[config.mk]
export PLATFORM = sky130hd
export DESIGN_NAME = dual_jk_sequencer
export DESIGN_NICKNAME = d
export VERILOG_FILES = /design/src/rtl/dual_jk_sequencer.sv
export SDC_FILE = /design/constraint.sdc
export NUM_CORES = 1
export LEC_CHECK = 0
export BUFFER_PORTS_ARGS = -buffer_cell sky130_fd_sc_hd__buf_4
export CAP_MARGIN = 20
export CORE_ASPECT_RATIO = 1.4
export CORE_MARGIN = 2
export CORE_UTILIZATION = 52
export DETAILED_ROUTE_END_ITERATION = 16
export PLACE_DENSITY = 0.76
export SYNTH_ARGS = -nofsm -noshare
export SYNTH_HDL_FRONTEND = slang
export SYNTH_SLANG_ARGS = --single-unit
[constraint.sdc]
create_clock -name CP -period 1.5 [get_ports CP]
set_input_delay 0.075 -clock CP [delete_from_list [all_inputs] [get_ports CP]]
set_output_delay 0.075 -clock CP [all_outputs]
set_load 0.05 [all_outputs]
[src/rtl/dual_jk_sequencer.sv]
// Dual JK flip-flop sequencer: drives J/K/CP/R of two external
// negative-edge JK flops to a requested pattern, then compares the
// fed-back Q outputs with the modelled state and latches a sticky error.
module dual_jk_sequencer #(
    parameter int JK_LAW     = 1,
    parameter int RST_CYCLES = 2,
    parameter int SETTLE     = 1
) (
    input  logic       CP,
    input  logic       R,
    input  logic       req_valid,
    input  logic [1:0] req_q,
    input  logic       req_clear,
    output logic       req_ready,
    output logic       J1,
    output logic       K1,
    output logic       CP1,
    output logic       R1,
    output logic       J2,
    output logic       K2,
    output logic       CP2,
    output logic       R2,
    input  logic       Q1,
    input  logic       Q2,
    output logic [1:0] exp_q,
    output logic       done,
    output logic       err
);

    typedef enum logic [2:0] {
        ST_IDLE  = 3'd0,
        ST_CLR   = 3'd1,
        ST_SETUP = 3'd2,
        ST_CPHI  = 3'd3,
        ST_CPLO  = 3'd4,
        ST_WAIT  = 3'd5,
        ST_CHECK = 3'd6
    } state_t;

    localparam logic [3:0] RST_LOAD    = 4'(RST_CYCLES - 1);
    localparam logic [3:0] SETTLE_LOAD = (SETTLE > 0) ? 4'(SETTLE - 1) : 4'd0;
    localparam logic       SETTLE_NONE = (SETTLE == 0) ? 1'b1 : 1'b0;

    // Excitation {J,K} that moves a flop from e to t under the device law;
    // the non-steering input is always held at 0.
    function automatic logic [1:0] excite_jk(input logic e, input logic t);
        logic j_s;
        logic k_s;
        j_s = ~e & t;
        if (JK_LAW == 1) begin
            k_s = e & t;
        end else begin
            k_s = e & ~t;
        end
        return {j_s, k_s};
    endfunction

    state_t     state_r,  state_nxt_s;
    logic [3:0] cnt_r,    cnt_nxt_s;
    logic [1:0] target_r, target_nxt_s;
    logic [1:0] exp_q_r,  exp_nxt_s;
    logic       err_r,    err_nxt_s;
    logic       boot_r,   boot_nxt_s;
    logic [3:0] jk_r,     jk_nxt_s;      // {J2,K2,J1,K1}
    logic       ready_r,  ready_nxt_s;
    logic       cp_r,     cp_nxt_s;
    logic       rn_r,     rn_nxt_s;
    logic       done_r,   done_nxt_s;

    // Next-state, model-state and next-output decode.
    always_comb begin
        state_nxt_s  = state_r;
        cnt_nxt_s    = cnt_r;
        target_nxt_s = target_r;
        exp_nxt_s    = exp_q_r;
        err_nxt_s    = err_r;
        boot_nxt_s   = boot_r;
        jk_nxt_s     = 4'b0000;
        case (state_r)
            ST_IDLE: begin
                if (boot_r) begin
                    state_nxt_s = ST_CLR;
                    cnt_nxt_s   = RST_LOAD;
                    boot_nxt_s  = 1'b0;
                end else if (ready_r && req_clear) begin
                    state_nxt_s = ST_CLR;
                    cnt_nxt_s   = RST_LOAD;
                    err_nxt_s   = 1'b0;
                end else if (ready_r && req_valid) begin
                    state_nxt_s  = ST_SETUP;
                    target_nxt_s = req_q;
                    jk_nxt_s     = {excite_jk(exp_q_r[1], req_q[1]),
                                    excite_jk(exp_q_r[0], req_q[0])};
                end else begin
                    state_nxt_s = ST_IDLE;
                end
            end
            ST_CLR: begin
                if (cnt_r == 4'd0) begin
                    exp_nxt_s = 2'b00;
                    if (SETTLE_NONE) begin
                        state_nxt_s = ST_CHECK;
                    end else begin
                        state_nxt_s = ST_WAIT;
                        cnt_nxt_s   = SETTLE_LOAD;
                    end
                end else begin
                    cnt_nxt_s = cnt_r - 4'd1;
                end
            end
            ST_SETUP: begin
                state_nxt_s = ST_CPHI;
                jk_nxt_s    = jk_r;
            end
            ST_CPHI: begin
                state_nxt_s = ST_CPLO;
                jk_nxt_s    = jk_r;
            end
            ST_CPLO: begin
                exp_nxt_s = target_r;
                if (SETTLE_NONE) begin
                    state_nxt_s = ST_CHECK;
                end else begin
                    state_nxt_s = ST_WAIT;
                    cnt_nxt_s   = SETTLE_LOAD;
                end
            end
            ST_WAIT: begin
                if (cnt_r == 4'd0) begin
                    state_nxt_s = ST_CHECK;
                end else begin
                    cnt_nxt_s = cnt_r - 4'd1;
                end
            end
            ST_CHECK: begin
                if ({Q2, Q1} != exp_q_r) begin
                    err_nxt_s = 1'b1;
                end else begin
                    err_nxt_s = err_r;
                end
                state_nxt_s = ST_IDLE;
            end
            default: begin
                state_nxt_s = ST_IDLE;
            end
        endcase
        ready_nxt_s = (state_nxt_s == ST_IDLE) && !boot_nxt_s;
        cp_nxt_s    = (state_nxt_s == ST_CPHI);
        rn_nxt_s    = (state_nxt_s != ST_CLR);
        done_nxt_s  = (state_nxt_s == ST_CHECK);
    end

    // State and registered outputs; R forces the quiescent reset image.
    always_ff @(posedge CP) begin
        if (R) begin
            state_r  <= ST_IDLE;
            cnt_r    <= 4'd0;
            target_r <= 2'b00;
            exp_q_r  <= 2'b00;
            err_r    <= 1'b0;
            boot_r   <= 1'b1;
            jk_r     <= 4'b0000;
            ready_r  <= 1'b0;
            cp_r     <= 1'b0;
            rn_r     <= 1'b0;
            done_r   <= 1'b0;
        end else begin
            state_r  <= state_nxt_s;
            cnt_r    <= cnt_nxt_s;
            target_r <= target_nxt_s;
            exp_q_r  <= exp_nxt_s;
            err_r    <= err_nxt_s;
            boot_r   <= boot_nxt_s;
            jk_r     <= jk_nxt_s;
            ready_r  <= ready_nxt_s;
            cp_r     <= cp_nxt_s;
            rn_r     <= rn_nxt_s;
            done_r   <= done_nxt_s;
        end
    end

    assign req_ready = ready_r;
    assign J2        = jk_r[3];
    assign K2        = jk_r[2];
    assign J1        = jk_r[1];
    assign K1        = jk_r[0];
    assign CP1       = cp_r;
    assign CP2       = cp_r;
    assign R1        = rn_r;
    assign R2        = rn_r;
    assign exp_q     = exp_q_r;
    assign done      = done_r;
    assign err       = err_r;

endmodule

==> results of run 1 <==
[cells by family after synthesis]
| family | Yosys count |
|---|---|
| AOI/OAI and AO/OA | 34 |
| xor gates and xnor gates | 2 |
| adders and majority gates | 2 |
| buffers and inverters | 15 |
| DFF | 21 |
| muxes | 1 |
| and+or+nand+nor | 38 |
[power groups by stage]
stage               registers, mW  logic [mW]  clock network [mW]
global placement            0.751       0.831                   0
finish                      0.745       0.888               0.283
detailed placement          0.752       0.844                   0
floorplan                   0.803       0.531                   0
global route                0.762       0.974               0.299
CTS                         0.741       0.864               0.283
[final timing paths]
kind | from | end | depth (start not counted)
worst max register to register | state_r[2] | jk_r[0] | 3
worst min-delay path | req_q[1] | jk_r[2] | 2
worst max-delay path | state_r[2] | jk_r[0] | 3
worst min register to register | err | err | 2
[cell usage in the layout (no fill, tap or decap), types with 2 or more instances in the layout]
cell and instances:
inv_1 8, dfxtp_1 20, ha_1 2, o2bb2ai_1 2
xor2_1 2, a2111oi_0 2, nand2_1 4, nor2b_1 2
clkbuf_4 3, nor2_1 5, and3b_1 2, buf_4 30
nor3_1 2, nor4bb_1 2, nor4_1 3, o21ai_0 8
nand3_1 7, a32o_2 4, a21oi_1 8
[per-layer routing]
metal  vias to the layer above  wire length [um]  track usage  share of wire
li1                        479                 -            -              -
met1                       461               963       0.2294           0.41
met2                        23              1252       0.3661           0.53
met3                         6                71      0.01929          0.030
met4                         0                64       0.1290          0.027
met5                         -                 0            0              0
[registers in the layout, summed over array words and instances (netlist names)]
signal / flops
cnt_r: 4
jk_r: 4
state_r: 3
exp_q: 2
target_r: 2
CP1: 1
R1: 1
boot_r: 1
done: 1
err: 1
req_ready: 1
[worst reg2reg max path, delay by kind of cell (launching register included)]
| family | cells | cell delay (ns) |
|---|---|---|
| AO/OA/AOI/OAI | 1 | 0.20 |
| AND/OR/NAND/NOR | 2 | 0.83 |
| flip-flops | 1 | 0.36 |
[per-stage QoR]
stage          setup WS [ns]  instance area (um^2)
2_1_floorplan       0.006147                  1035
3_5_place_dp         0.02159                  1244
4_1_cts              0.02431                  1272
3_3_place_gp         0.06174                  1244
6_report             0.08252                  1285
5_1_grt            -0.005140                  1285
[cell type report]
type / instances / area, um^2
inverters: 8 / 30.03
multi-input cells: 77 / 555.5
flip-flops and latches: 21 / 421.7
clock buffers: 4 / 26.28
repair buffers: 30 / 225.2
fillers: 149 / 640.6
well taps: 21 / 26.28
[timing repair]
action	4_1_cts	5_1_grt
hold buffers	0	0
endpoints found under the setup margin	1	10
resized for setup	1	3
hold endpoints to repair	0	0
==> run metrics, run 1 <==
Initial Util=0.5374; CP peak stage delay=0.58 ns; diode count=0; Net Count, Synth=123; Worst Skew=0.001226 ns; Clk Latency, worst-skew pair=0.31 ns; Hold WS=0.02632 ns; cts bufs inserted=3; Yosys top cell area share=0.4063; Fin Setup TNS=0 ns; global-route usage over all layers=0.2062; syn_area_per_cell=9.157 um^2; Post-synth EDFFs=0; drt wl/cell=14.61 um; Post-Synth XOR/XNOR Area=0.01693; synthesized flop and latch total=21; fin cells=161; share of layout cells above drive strength 1=0.3143; Achievable Freq=705.5 MHz; critical path class=flop to flop; CTS tree=done; worst slew pin tran=0.4229 ns; initial DRC count=19; CTS root buf=clkbuf_4; # nets final=151; Sw Ratio=0.3990; max-cap violations=0; Slew HR=0.7159; Logic pwr share=0.464; Hold WC Path Type=primary input to flop; placed cell count=157; Design Power=1.917 mW; WP buf/inv=0; largest family of logic cells by synthesized area=simple AND/OR/NAND/NOR gates; clk sink count=21; final setup fails=0; Die Ht=56.78 um; total I/O pin count=21; Clk pwr share=0.148; required time of the critical path=1.76 ns; drt drc=0; DR vias/cell=6.019; CP arrival=1.68 ns; Synth Area in Adders=0.02418; most frequent cell after synthesis=dfxtp_1; Seq/Total Area, Yosys=0.4063; Final Util=0.6673; WL final=2352 um; Power Dens Cells=1492 mW/mm^2; final period demand of the worst path=1.417 ns; complex-gate fraction of the synthesized area=0.2346; die area=0.002368 mm^2; most common library cells after synthesis=21 x dfxtp_1, 8 x a21oi_1, 8 x inv_1, 8 x o21ai_0, 7 x nand3_1; sw power=0.7648 mW; worst vdd ir=0.0007825 V; sequential share of power=0.389; Worst-path clk slew=0.12 ns; Crit Path Max Fanout=5; Period Utilization, post-route=0.9450; YS warnings=0; drt first pass iters=4; first-pass GRT wire length=3726 um; antenna violations before repair=0; asr flop ratio synth=0; mux cell area share after synthesis=0.009674; largest cells by area after synthesis=dfxtp_1 41%, a32o_2 4.4%, a21oi_1 3.9%; Fin. Hold Viols=0; routed vias=969; critical-path cell list=or4_4 -> nor3_4 -> a32o_2; status=complete, no violations; CP endpoint kind=flop; Worst path slowest cell=or4_4; Final Max Tran Viols=0; Pleak=0.5601 nW; post-synthesis simple-gate area fraction=0.2382; RSZ-0062 raised after global routing=yes; Site Rows=19; H-tree Lvls=1; Layout area overhead=24.18%; internal power=1.152 mW; Port Buffers=20; mapped cell area=0.001035 mm^2; cell count after synthesis=113; vias in the first global route=845; Detail Route Antenna Nets=0; Longest Clk Path Bufs=2; main flop type after synthesis=dfxtp_1; Post-CTS Setup Repair Bufs=0; area leader, netlist=dfxtp_1; Core ar.=0.001926 mm^2; post-synth cell types=41; total gr overflow=0; Worst setup SP type=flop; Placer Congestion=0.8716; post-DP HPWL=1763 um; die extent in x=41.70 um; pin count of the biggest net entering global routing=15; kind of cell adding the most delay to the critical path=simple AND/OR/NAND/NOR gates; reg-to-reg slack, setup=0.08 ns
Power figures use the tool's default switching activity.
==> run 2: changes to the inputs <==
--- a/config.mk
+++ b/config.mk
@@ -7,11 +7,11 @@
 export LEC_CHECK = 0
 export BUFFER_PORTS_ARGS = -buffer_cell sky130_fd_sc_hd__buf_4
 export CAP_MARGIN = 20
-export CORE_ASPECT_RATIO = 1.4
+export CORE_ASPECT_RATIO = 0.8
 export CORE_MARGIN = 2
-export CORE_UTILIZATION = 52
+export CORE_UTILIZATION = 47
 export DETAILED_ROUTE_END_ITERATION = 16
-export PLACE_DENSITY = 0.76
+export PLACE_DENSITY = 0.73
 export SYNTH_ARGS = -nofsm -noshare
 export SYNTH_HDL_FRONTEND = slang
 export SYNTH_SLANG_ARGS = --single-unit
==> constraint.sdc (replaced) <==
create_clock -name CP -period 1.15 [get_ports CP]
set_input_delay 0.0575 -clock CP [delete_from_list [all_inputs] [get_ports CP]]
set_output_delay 0.0575 -clock CP [all_outputs]
set_load 0.05 [all_outputs]
==> run 2 against run 1 <==
Effect of this change:
- the run now ends with negative setup slack left
- worst setup slack worse by 0.32 ns
- global-route usage is 7.1 points higher
- highest routed layer unchanged
- non-clock buffer count grew 18
- die area increased by 9.6%
- utilization grew 7.7 points
- clock power grew 33%
- largest cell class unchanged
- critical endpoint is now target_r[0]
- combinational power rose by 110%
- cell count up 14%
==> run metrics, run 2 (synthesis results as in run 1) <==
critical-path cell list=or4_4 -> o21ai_1 -> a21oi_2; diode count=0; Slew HR=0.7198; max-cap violations=0; CP peak stage delay=0.56 ns; Design Power=3.239 mW; vias in the first global route=1048; Crit Path Max Fanout=5; # nets final=169; Layout area overhead=52.48%; Fin. Hold Viols=0; CTS Hold Bufs=0; drt drc=0; Pleak=0.6776 nW; antenna violations before repair=0; Achievable Freq=722.4 MHz; drt wl/cell=18.95 um; commonest non-fill, non-tap cells in the layout=43 x buf_4, 16 x dfxtp_1, 7 x nand3_1, 6 x inv_1; worst slew pin tran=0.4098 ns; pin count of the biggest net entering global routing=15; kind of cell adding the most delay to the critical path=simple AND/OR/NAND/NOR gates; required time of the critical path=1.36 ns; Clk Latency, worst-skew pair=0.32 ns; Area after DPL=0.001361 mm^2; status=complete, but fails checks; Final Util=0.7440; GRT met1 Usage=0.3552; CP arrival=1.60 ns; Site Rows=15; DR vias/cell=6.180; routed vias=1131; H-tree Lvls=1; Finished Cell Area=0.001578 mm^2; worst vdd ir=0.001360 V; CTS tree=done; PnR worst setup slack=-0.2343 ns; Initial Util=0.4879; Longest Clk Path Bufs=2; Placer Congestion=0.8996; Worst setup SP type=flop; failing checks=negative setup slack; cts bufs inserted=3; critical path class=flop to flop; total I/O pin count=21; commonest non-fill, non-tap cell in the layout=buf_4; Final Max Tran Viols=0; met3 Use GR=0.06818; Period Utilization, post-route=1.204; Fin Setup TNS=-3.170 ns; post-DP HPWL=2155 um; Hold WC Path Type=primary input to flop; CTS root buf=clkbuf_4; first-pass GRT wire length=5181 um; clk sink count=21; RSZ-0062 raised after global routing=yes; drt first pass iters=4; Power Dens Cells=2053 mW/mm^2; global-route usage over all layers=0.2776; final setup fails=18; Detail Route Antenna Nets=0; final period demand of the worst path=1.384 ns; Port Buffers=20; die area=0.002595 mm^2; WL final=3468 um; Worst-path clk slew=0.12 ns; Hold WS=0.006648 ns; global route hottest layer=met2; Largest regs=cnt_r (4), jk_r (4), state_r (3); Core ar.=0.002121 mm^2; WP buf/inv=0; Die Ht=45.97 um; Worst Skew=0.005362 ns; total gr overflow=0; CP endpoint kind=flop; GR Util met2=0.4512; initial DRC count=86; die extent in x=56.46 um; share of layout cells above drive strength 1=0.5127; Worst path slowest cell=or4_4
-- run 2: what timing repair did --
item / CTS / global route
setup buffers: 6 / 4
gates cloned: 0 / 0
resized for setup: 17 / 12
endpoints found under the setup margin: 19 / 21
hold endpoints to repair: 0 / 0
pin swaps: 9 / 3
-- run 2: per-stage QoR --
stage          setup slack (ns)  std cells
6_report                -0.2343        183
5_1_grt                 -0.2710        183
4_1_cts                 -0.2217        180
3_5_place_dp            -0.2864        171
3_3_place_gp            -0.2223        171
2_1_floorplan           -0.2638        113
-- run 2: per-layer routing --
layer	vias up	routed length, um
li1	516	-
met1	543	1392
met2	66	1637
met3	6	362
met4	0	75
met5	-	0
-- run 2: report_power, final --
group,internal [mW],total [mW],switching (mW)
combinational,0.917,1.87,0.950
sequential,0.856,0.996,0.139
clock,0.136,0.377,0.241
-- run 2: area by class of cell --
class | instances | area [um^2]
Tap cell | 25 | 31.28
Timing Repair Buffer | 48 | 379.1
Inverter | 8 | 30.03
Fill cell | 152 | 543.0
Multi-Input combinational cell | 77 | 679.4
Clock buffer | 4 | 26.28
Sequential cell | 21 | 431.7
-- run 2: worst paths after layout --
path / from / end / slack [ns] / cells past startpoint
max: state_r[2] / target_r[0] / -0.23 / 3
min: req_q[1] / target_r[1] / 0.007 / 3
min reg2reg: err / err / 0.46 / 2
max reg2reg: state_r[2] / target_r[0] / -0.23 / 3
-- run 2: worst min-delay path, cell delays in order --
cell and delay, ns:
buf_4 0.12, nand3_1 0.06, a21oi_1 0.05
